--- src/rtl/imem_loader_pkg.sv ---
// Shared types and constants for the instruction-memory program loader.
package imem_loader_pkg;
  localparam int BYTES_PER_WORD = 4;
  localparam int INSTR_W = 32;

  typedef enum logic [2:0] {
    S_IDLE,
    S_LOAD,
    S_START,
    S_RUN,
    S_HALT,
    S_ERR
  } state_t;
endpackage

--- src/rtl/imem_loader_byte_packer.sv ---
// Packs an MSB-first byte stream into 32-bit words; a last byte mid-word
// zero-pads the remaining low bytes and emits the word early.
module byte_packer
  import imem_loader_pkg::*;
(
  input  logic               clk,
  input  logic               rst,
  input  logic               clear,
  input  logic               accept,
  input  logic [7:0]         data,
  input  logic               last,
  output logic               word_valid,
  output logic [INSTR_W-1:0] word
);
  logic [1:0]         idx;
  logic [INSTR_W-1:0] shifted;

  assign shifted = {word[INSTR_W-9:0], data};

  always_ff @(posedge clk or posedge rst) begin
    if (rst) begin
      idx        <= 2'd0;
      word       <= '0;
      word_valid <= 1'b0;
    end else if (clear) begin
      idx        <= 2'd0;
      word_valid <= 1'b0;
    end else begin
      word_valid <= accept && (last || idx == 2'(BYTES_PER_WORD - 1));
      if (accept) begin
        idx <= last ? 2'd0 : idx + 2'd1;
        // Older bytes fall off the top; on last, shift the partial word into place.
        word <= last ? (shifted << {2'd3 - idx, 3'b000}) : shifted;
      end
    end
  end
endmodule

--- src/rtl/imem_loader.sv ---
// Program-load front end: packs a byte stream into instruction memory,
// then pulses a PC reset and enables fetch until halted or reloaded.
module imem_loader
  import imem_loader_pkg::*;
#(
  parameter int ADDR_W = 10,
  parameter int DEPTH  = 1024
) (
  input  logic               clk,
  input  logic               rst,
  input  logic               load_req,
  input  logic               start_req,
  input  logic               halt_in,
  input  logic               in_valid,
  input  logic [7:0]         in_data,
  input  logic               in_last,
  output logic               in_ready,
  output logic               imem_we,
  output logic [ADDR_W-1:0]  imem_addr,
  output logic [INSTR_W-1:0] imem_wdata,
  output logic               pc_rst,
  output logic               run,
  output logic [ADDR_W:0]    word_count,
  output logic               err
);
  state_t             state, state_next;
  logic               draining;
  logic [ADDR_W:0]    wcount;
  logic               word_valid;
  logic [INSTR_W-1:0] word;
  logic               fire, full, overflow, accept, clear;

  assign fire = in_valid && in_ready;
  // Full also covers the cycle in which the final slot is being written.
  assign full = (wcount == (ADDR_W+1)'(DEPTH)) ||
                (word_valid && wcount == (ADDR_W+1)'(DEPTH - 1));
  assign overflow = fire && full;
  assign accept   = fire && !full;

  byte_packer u_packer (
    .clk        (clk),
    .rst        (rst),
    .clear      (clear),
    .accept     (accept),
    .data       (in_data),
    .last       (in_last),
    .word_valid (word_valid),
    .word       (word)
  );

  always_ff @(posedge clk or posedge rst) begin
    if (rst) state <= S_IDLE;
    else     state <= state_next;
  end

  always_comb begin
    state_next = state;
    clear      = 1'b0;
    in_ready   = 1'b0;
    case (state)
      S_IDLE: if (load_req) begin
        state_next = S_LOAD;
        clear      = 1'b1;
      end
      S_LOAD: begin
        in_ready = !draining;
        if (overflow)                    state_next = S_ERR;
        else if (draining && word_valid) state_next = S_START;
      end
      S_START: state_next = S_RUN;
      S_RUN: begin
        if (load_req) begin
          state_next = S_LOAD;
          clear      = 1'b1;
        end else if (halt_in) begin
          state_next = S_HALT;
        end
      end
      S_HALT: begin
        if (load_req) begin
          state_next = S_LOAD;
          clear      = 1'b1;
        end else if (start_req) begin
          state_next = S_START;
        end
      end
      S_ERR: if (load_req) begin
        state_next = S_LOAD;
        clear      = 1'b1;
      end
      default: state_next = S_IDLE;
    endcase
  end

  // Registered control outputs and load bookkeeping.
  always_ff @(posedge clk or posedge rst) begin
    if (rst) begin
      wcount   <= '0;
      draining <= 1'b0;
      err      <= 1'b0;
      pc_rst   <= 1'b0;
      run      <= 1'b0;
    end else begin
      pc_rst <= (state_next == S_START);
      run    <= (state_next == S_RUN);
      if (clear) begin
        wcount   <= '0;
        draining <= 1'b0;
        err      <= 1'b0;
      end else begin
        if (word_valid)         wcount   <= wcount + 1'b1;
        if (accept && in_last)  draining <= 1'b1;
        if (overflow)           err      <= 1'b1;
      end
    end
  end

  assign imem_we    = word_valid;
  assign imem_addr  = wcount[ADDR_W-1:0];
  assign imem_wdata = word;
  assign word_count = wcount;
endmodule

--- config.mk ---
export PLATFORM = sky130hd
export DESIGN_NAME = imem_loader
export DESIGN_NICKNAME = d
export VERILOG_FILES = /design/src/rtl/imem_loader_pkg.sv /design/src/rtl/imem_loader_byte_packer.sv /design/src/rtl/imem_loader.sv
export SDC_FILE = /design/constraint.sdc
export NUM_CORES = 1
export LEC_CHECK = 0
export BUFFER_PORTS_ARGS = -buffer_cell sky130_fd_sc_hd__buf_2
export CAP_MARGIN = 20
export CORE_ASPECT_RATIO = 1.2
export CORE_MARGIN = 8
export CORE_UTILIZATION = 45
export DETAILED_ROUTE_END_ITERATION = 12
export GPL_TIMING_DRIVEN = 1
export PLACE_DENSITY = 0.71
export REMOVE_ABC_BUFFERS = 1
export SLEW_MARGIN = 20
export SYNTH_ARGS = -nofsm -noshare
export SYNTH_HDL_FRONTEND = slang
export SYNTH_SLANG_ARGS = --single-unit
--- constraint.sdc ---
create_clock -name clk -period 2.2 [get_ports clk]
set_input_delay 0.33 -clock clk [delete_from_list [all_inputs] [get_ports clk]]
set_output_delay 0.33 -clock clk [all_outputs]
set_load 0.02 [all_outputs]
---- Word-level counts from Yosys, hierarchy flattened ----
Cells that the tools add are included.
cells by class
  $add $sub $neg .......................... 3
  multiply operators ...................... 0
  div/mod/pow operators ................... 0
  $lt $le $gt $ge ......................... 0
  equality and inequality tests ........... 10
  shifts and indexed selects .............. 1
  multiplexer cells ....................... 22
  bitwise logic cells ..................... 1
  reduce and logical (&&, ||, !) cells .... 19
operators with widths
  operator                 number
  $mux W32                 1
  $shl A32 B5 Y32          1
  $mux W11                 2
  $mux W3                  7
  $pmux W3 S5              1
  $eq A3 B2 Y1 const B     4
  $add A11 B1 Y11 const B  1
  $eq A11 B10 Y1 const B   1
  $eq A11 B11 Y1 const B   1
  $mux W1                  8
  $reduce_bool A2 Y1       4
  $logic_and A1 B1 Y1      7
  $eq A3 B3 Y1 const B     2
  $mux W2                  3
  $reduce_or A4 Y1         1
  $eq A3 B1 Y1 const B     1
  $logic_not A3 Y1         1
  $add A2 B1 Y2 const B    1
  $eq A2 B2 Y1 const B     1
  $logic_not A1 Y1         2
  $logic_or A1 B1 Y1       2
  $reduce_and A2 Y1        1
  $reduce_or A2 Y1         1
  $sub A2 B2 Y2 const A    1
  $not A1 Y1               1
storage, ports and cells
  flip-flop bits (word level) ............. 53
  latch bits .............................. 0
  RAM bits ................................ 0
  memory bits (read-only) ................. 0
  input port bits ......................... 15
  word-level logic and storage cells ...... 65
  memories ................................ 0

---- Longest topological paths before layout ----
  depth in word-level cells ............... 8
  mapped depth ............................ 6
  mapped depth without buffers ............ 5

---- Modules after synthesis ----
From an unflattened synthesis, not the netlist that was laid out.
second synthesis, totals
  cells, all modules ...................... 254
  area, all modules ....................... 2812.7 µm²
modules (own cells, without submodules)
  module       times used  cells an instance  area an instance (µm²)
  byte_packer  1           147                1724.2
  imem_loader  1           107                1088.5

---- Worst setup path before layout ----
No wires, ideal clock.
  kind .................................... register -> register
  from .................................... register state[2]
  to ...................................... register u_packer.idx[1]
  setup time .............................. 125 ps
  arrival time ............................ 1912 ps
  slack ................................... 164 ps
  stages on the path, launching flop included .. 6
  buffers on the path ..................... 1
  period minus slack after synthesis ...... 2036 ps
  cell sequence ........................... dfrtp_1 > nor4b_4 > nand2_1 > nor3_4 > buf_6 > mux2_2
between the ends
  cells in the longest elaborated chain, start to end .. 5
  elaborated cells on any way between the ends .. 12
ends and longest elaborated chain
  element                              RTL line                       RTL
  start, declared                      imem_loader.sv:26              state_t state, state_next;
  start signal, assigned               imem_loader.sv:53              else state <= state_next;
  $eq A3 B1 Y1                         imem_loader.sv:60              case (state)
  $mux W1                              imem_loader.sv:60
  via in_ready                         imem_loader.sv:17              output logic in_ready,
  $logic_and A1 B1 Y1                  imem_loader.sv:33              assign fire = in_valid && in_ready;
  $logic_and A1 B1 Y1                  imem_loader.sv:38              assign accept = fire && !full;
  $reduce_bool A2 Y1 (no source line)  n/a
  end signal, assigned                 imem_loader_byte_packer.sv:31  idx <= last ? 2'd0 : idx + 2'd1;
  end, declared                        imem_loader_byte_packer.sv:15  logic [1:0] idx;
The timed path passes the listed nets, and every way through them passes these cells.
A chain may end at the register's enable or synchronous reset.

---- Worst setup path after layout ----
  from .................................... register u_packer.idx[0]
  to ...................................... register u_packer.word[19]
between the ends
  cells in the longest elaborated chain, start to end .. 3
ends and longest elaborated chain
  element               RTL line                       RTL
  $sub A2 B2 Y2         imem_loader_byte_packer.sv:33  word <= last ? (shifted << {2'd3 - idx, 3'b000}) : shifted;
  $shl A32 B5 Y32       imem_loader_byte_packer.sv:33
  $mux W32              imem_loader_byte_packer.sv:33
  end signal, assigned  imem_loader_byte_packer.sv:33
  end, declared         imem_loader_byte_packer.sv:13  output logic [INSTR_W-1:0] word
Every way passes these cells.

==> PnR_summary.wiki <==
{| class="wikitable"
! Metric !! Value
|-
| Outcome || complete, no violations
|-
| Flip-flop and latch area || roughly 1300 sq um
|-
| Crit-path max FO || 17
|-
| Endpoint of the worst register-to-register path || u_packer.word[19]$_DFFE_PP0P_
|-
| Post-CTS resize count || 0
|-
| Placeable Area || roughly 6400 sq um
|-
| Post-DR vias/cell || roughly 5.6
|-
| Clock Latency Late Sink || ~0.31 ns
|-
| Max Root-Sink Buffers || 2
|-
| Post-CTS Repair Setup Buffers || 0
|-
| Worst setup EP type || flop
|-
| Syn Inst Count || 289
|-
| RSZ-0062 raised after global routing || no
|-
| Initial DRT Pass Iterations || 5
|-
| DRC violation count after routing || 0
|-
| CTS Hold Bufs || 0
|-
| Half-perimeter wire length after placement || around 5300 um
|-
| Clock Sinks || 53
|-
| Number of cell instances on the worst register-to-register path || 4
|-
| Initial core utilization || between 40% and 50%
|-
| Max-slew violations || 0
|-
| Most used cells in the layout excluding fill and tap cells || sky130_fd_sc_hd__buf_2 (72), sky130_fd_sc_hd__dfrtp_1 (53), sky130_fd_sc_hd__mux2_2 (24), sky130_fd_sc_hd__nor2_1 (22)
|-
| Most common cell after layout, fill and taps aside || sky130_fd_sc_hd__buf_2
|-
| CTS tree || built
|-
| Slew of the pin with the lowest slew margin || about 0.76 ns
|-
| Category of the worst setup path launch point || flop
|-
| CTS HTree Levels || 2
|-
| Setup slack, reg-to-reg || 0.22 ns
|-
| Min setup slack post-route || 0.2164 ns
|-
| Crit path from || u_packer.idx[0]$_DFFE_PP0P_
|-
| Required time of the critical path || around 2.5 ns
|-
| Wire length of the first global-routing pass || 12430 um
|-
| Startpoint-to-endpoint class of the critical path || flop to flop
|-
| Gr ovfl total || 0
|-
| Logic gate share of total power || 53.1%
|-
| Sw Pwr || about 2200 uW
|-
| Total power density per cell area || between 1000 and 1500 nW/um^2
|-
| Die ar. || between 9000 and 10000 sq um
|-
| Total leakage power || about 0.0017 uW
|-
| Portion of total power attributed to the clock network || about a tenth
|-
| Final core area utilization || 54.08%
|-
| Post-Synthesis Cell Area || 2995 sq um
|-
| Synthesis Warnings || 0
|-
| Portion of the post-synthesis area used by sequential elements || 44.28%
|-
| Relative contribution of sequential cells to total power || around 36%
|-
| Reg-to-reg startpoint || u_packer.idx[0]$_DFFE_PP0P_
|-
| Clock slew at reported path FFs || approximately 0.090 ns
|-
| Crit path cell chain || nor2b_1 -> a22o_1 -> a22o_1 -> mux2_2
|-
| Multi-input logic area || 1436 sq um
|-
| CP top delay family || flip-flops
|-
| Number of inserted filler cells in the final layout || between 500 and 600
|-
| Cell at the root of the clock tree || sky130_fd_sc_hd__clkbuf_8
|-
| Port Buffers || 72
|-
| Height of the chip || between 100 and 150 um
|-
| Fraction of layout cells with a size suffix above 1 || approximately 34%
|-
| Post-Place Setup Slack || 0.2420 ns
|-
| Fin crit period || 1.984 ns
|-
| Number of hold-slack violations in the final timing report || 0
|-
| Maximum VDD drop || ~720 uV
|-
| Die Wd || around 90 um
|-
| Vias in the first global route || 2551
|-
| Design internal power || 2665 uW
|-
| Proportion of total power due to net switching || 44.78%
|-
| CP Data Arrival Time || roughly 2.2 ns
|-
| Total length of routed wires || around 7400 um
|-
| Number of setup violations in the final report || 0
|-
| Wire length per cell after detailed routing || around 17 um
|-
| Diode count || 0
|-
| Max-Cap Viols || 0
|-
| Antenna violations before repair || 0
|-
| CP most frequent cell || sky130_fd_sc_hd__a22o_1
|-
| Maximum number of pins on one net before global-route repair || 37
|-
| Max Clock Skew || around 0.01 ns
|-
| I/O pin cnt || 73
|-
| Total number of vias || between 2000 and 2500
|-
| Routability cong. || 0.8137
|-
| Number of buffers and inverters on the critical path || 0
|-
| Number of unique standard cell types used by synthesis || 43
|-
| Global-route usage over all layers || ~16%
|-
| Relative slew margins || 49.12%
|-
| Post-synthesis area per instance || about 10 sq um
|-
| Highest Clock Rate || approximately 500 MHz
|-
| Flop and latch count out of synthesis || 53
|-
| CP max stage cell || sky130_fd_sc_hd__dfrtp_1
|-
| CP Depth || 4
|-
| Hold Crit Class || primary input to async pin
|-
| Total number of nets in the final design || between 300 and 400
|-
| Drt initial violations || just under 80
|-
| Number of buffers added by the clock tree synthesis step || 5
|-
| Placement row count || 32
|-
| Residual antenna-violating net count after detailed routing || 0
|-
| Synth-to-Final Area Change || 16.37%
|-
| Slowest stage delay, CP || about 0.70 ns
|-
| Period Utilization, post-route || 90.16%
|}
stage by stage:
stage | total power (uW) | cells | instance area, sq um | hold WS (ns) | setup TNS (ns)
final | 4825 | 436 | 3486 | 0.04865 | 0
after global routing | 5183 | 436 | 3486 | 0.08475 | 0
after CTS | 4880 | 436 | 3486 | 0.06209 | 0
after detailed placement | 4351 | 430 | 3412 | 0.3993 | 0
after global placement | 4279 | 430 | 3412 | 0.3922 | 0
after floorplan | 3440 | 261 | 2830 | 0.4384 | -13.96
cells in the mapped netlist (all sizes together):
library cell	number	area (sq um)
a21boi	2	15.02
a21oi	10	50.05
a221oi	1	8.760
a22o	17	148.9
a22oi	8	60.06
a31oi	1	6.260
a32oi	1	8.760
and2	2	12.51
and3	1	6.260
and3b	1	8.760
and4	2	17.52
buf	16	120.1
clkbuf	12	45.04
clkinv	1	3.750
dfrtp	53	1326
ha	3	37.54
inv	17	63.81
mux2	34	382.9
mux2i	10	100.1
nand2	17	63.81
nand2b	2	12.51
nand3	1	5.000
nand4	5	31.28
nor2	22	82.58
nor2b	7	43.79
nor3	4	31.28
nor4	4	31.28
nor4b	2	32.53
o21a	1	7.510
o21ai	2	10.01
o21bai	1	7.510
o22a	1	8.760
o22ai	16	100.1
o2bb2ai	1	8.760
xnor2	6	52.55
xor2	5	43.79
state kept, by name, summed over array words and instances, names as in the netlist:
name and count:
u_packer.word 32, word_count 11, state 3, u_packer.idx 2
draining 1, err 1, pc_rst 1, run 1
u_packer.word_valid 1
worst register-to-register path: cells and delay by family, from the launching register on:
kind,cells,cell delay [ns]
simple gates,1,0.69
compound gates,2,0.38
mux,1,0.14
flops,1,0.70
final cells by class:
class,instances,share of cell area [%]
Clock inverter,1,0.1436
Sequential cell,53,38.05
Multi-Input combinational cell,190,41.21
Inverter,18,1.938
Timing Repair Buffer,84,13.64
Tap cell,85,3.051
Clock buffer,5,1.974
worst max-delay path by stage:
stage	to	slack [ns]
after global routing	u_packer.word[15]$_DFFE_PP0P_	0.03
after detailed placement	u_packer.word[14]$_DFFE_PP0P_	0.24
after floorplan	u_packer.idx[0]$_DFFE_PP0P_	-0.46
final	u_packer.word[19]$_DFFE_PP0P_	0.22
after CTS	u_packer.word[13]$_DFFE_PP0P_	0.21
after global placement	u_packer.word[13]$_DFFE_PP0P_	0.32
power by group through the flow:
stage               Combinational (uW)  Clock [uW]  Sequential, uW
floorplan                         1240           0            2200
global placement                  2540           0            1740
detailed placement                2590           0            1760
CTS                               2600         536            1750
global route                      2780         579            1820
finish                            2560         514            1750
cells by family after synthesis:
kind of cell	count (synthesis)	share of synthesized area (%)
fa+ha+maj	3	1.253
buf+inv	46	7.769
flops	53	44.28
mux	44	16.12
simple gates	70	12.66
compound gates	62	14.70
xor+xnor	11	3.216
per-layer routing:
metal	global-route usage, %	part of all wire (%)
met3	5.536	7.5
met4	3.695	0.92
met2	25.37	48
met5	0	0
met1	19.36	44
No activity file was read; power rests on OpenSTA's default activity.
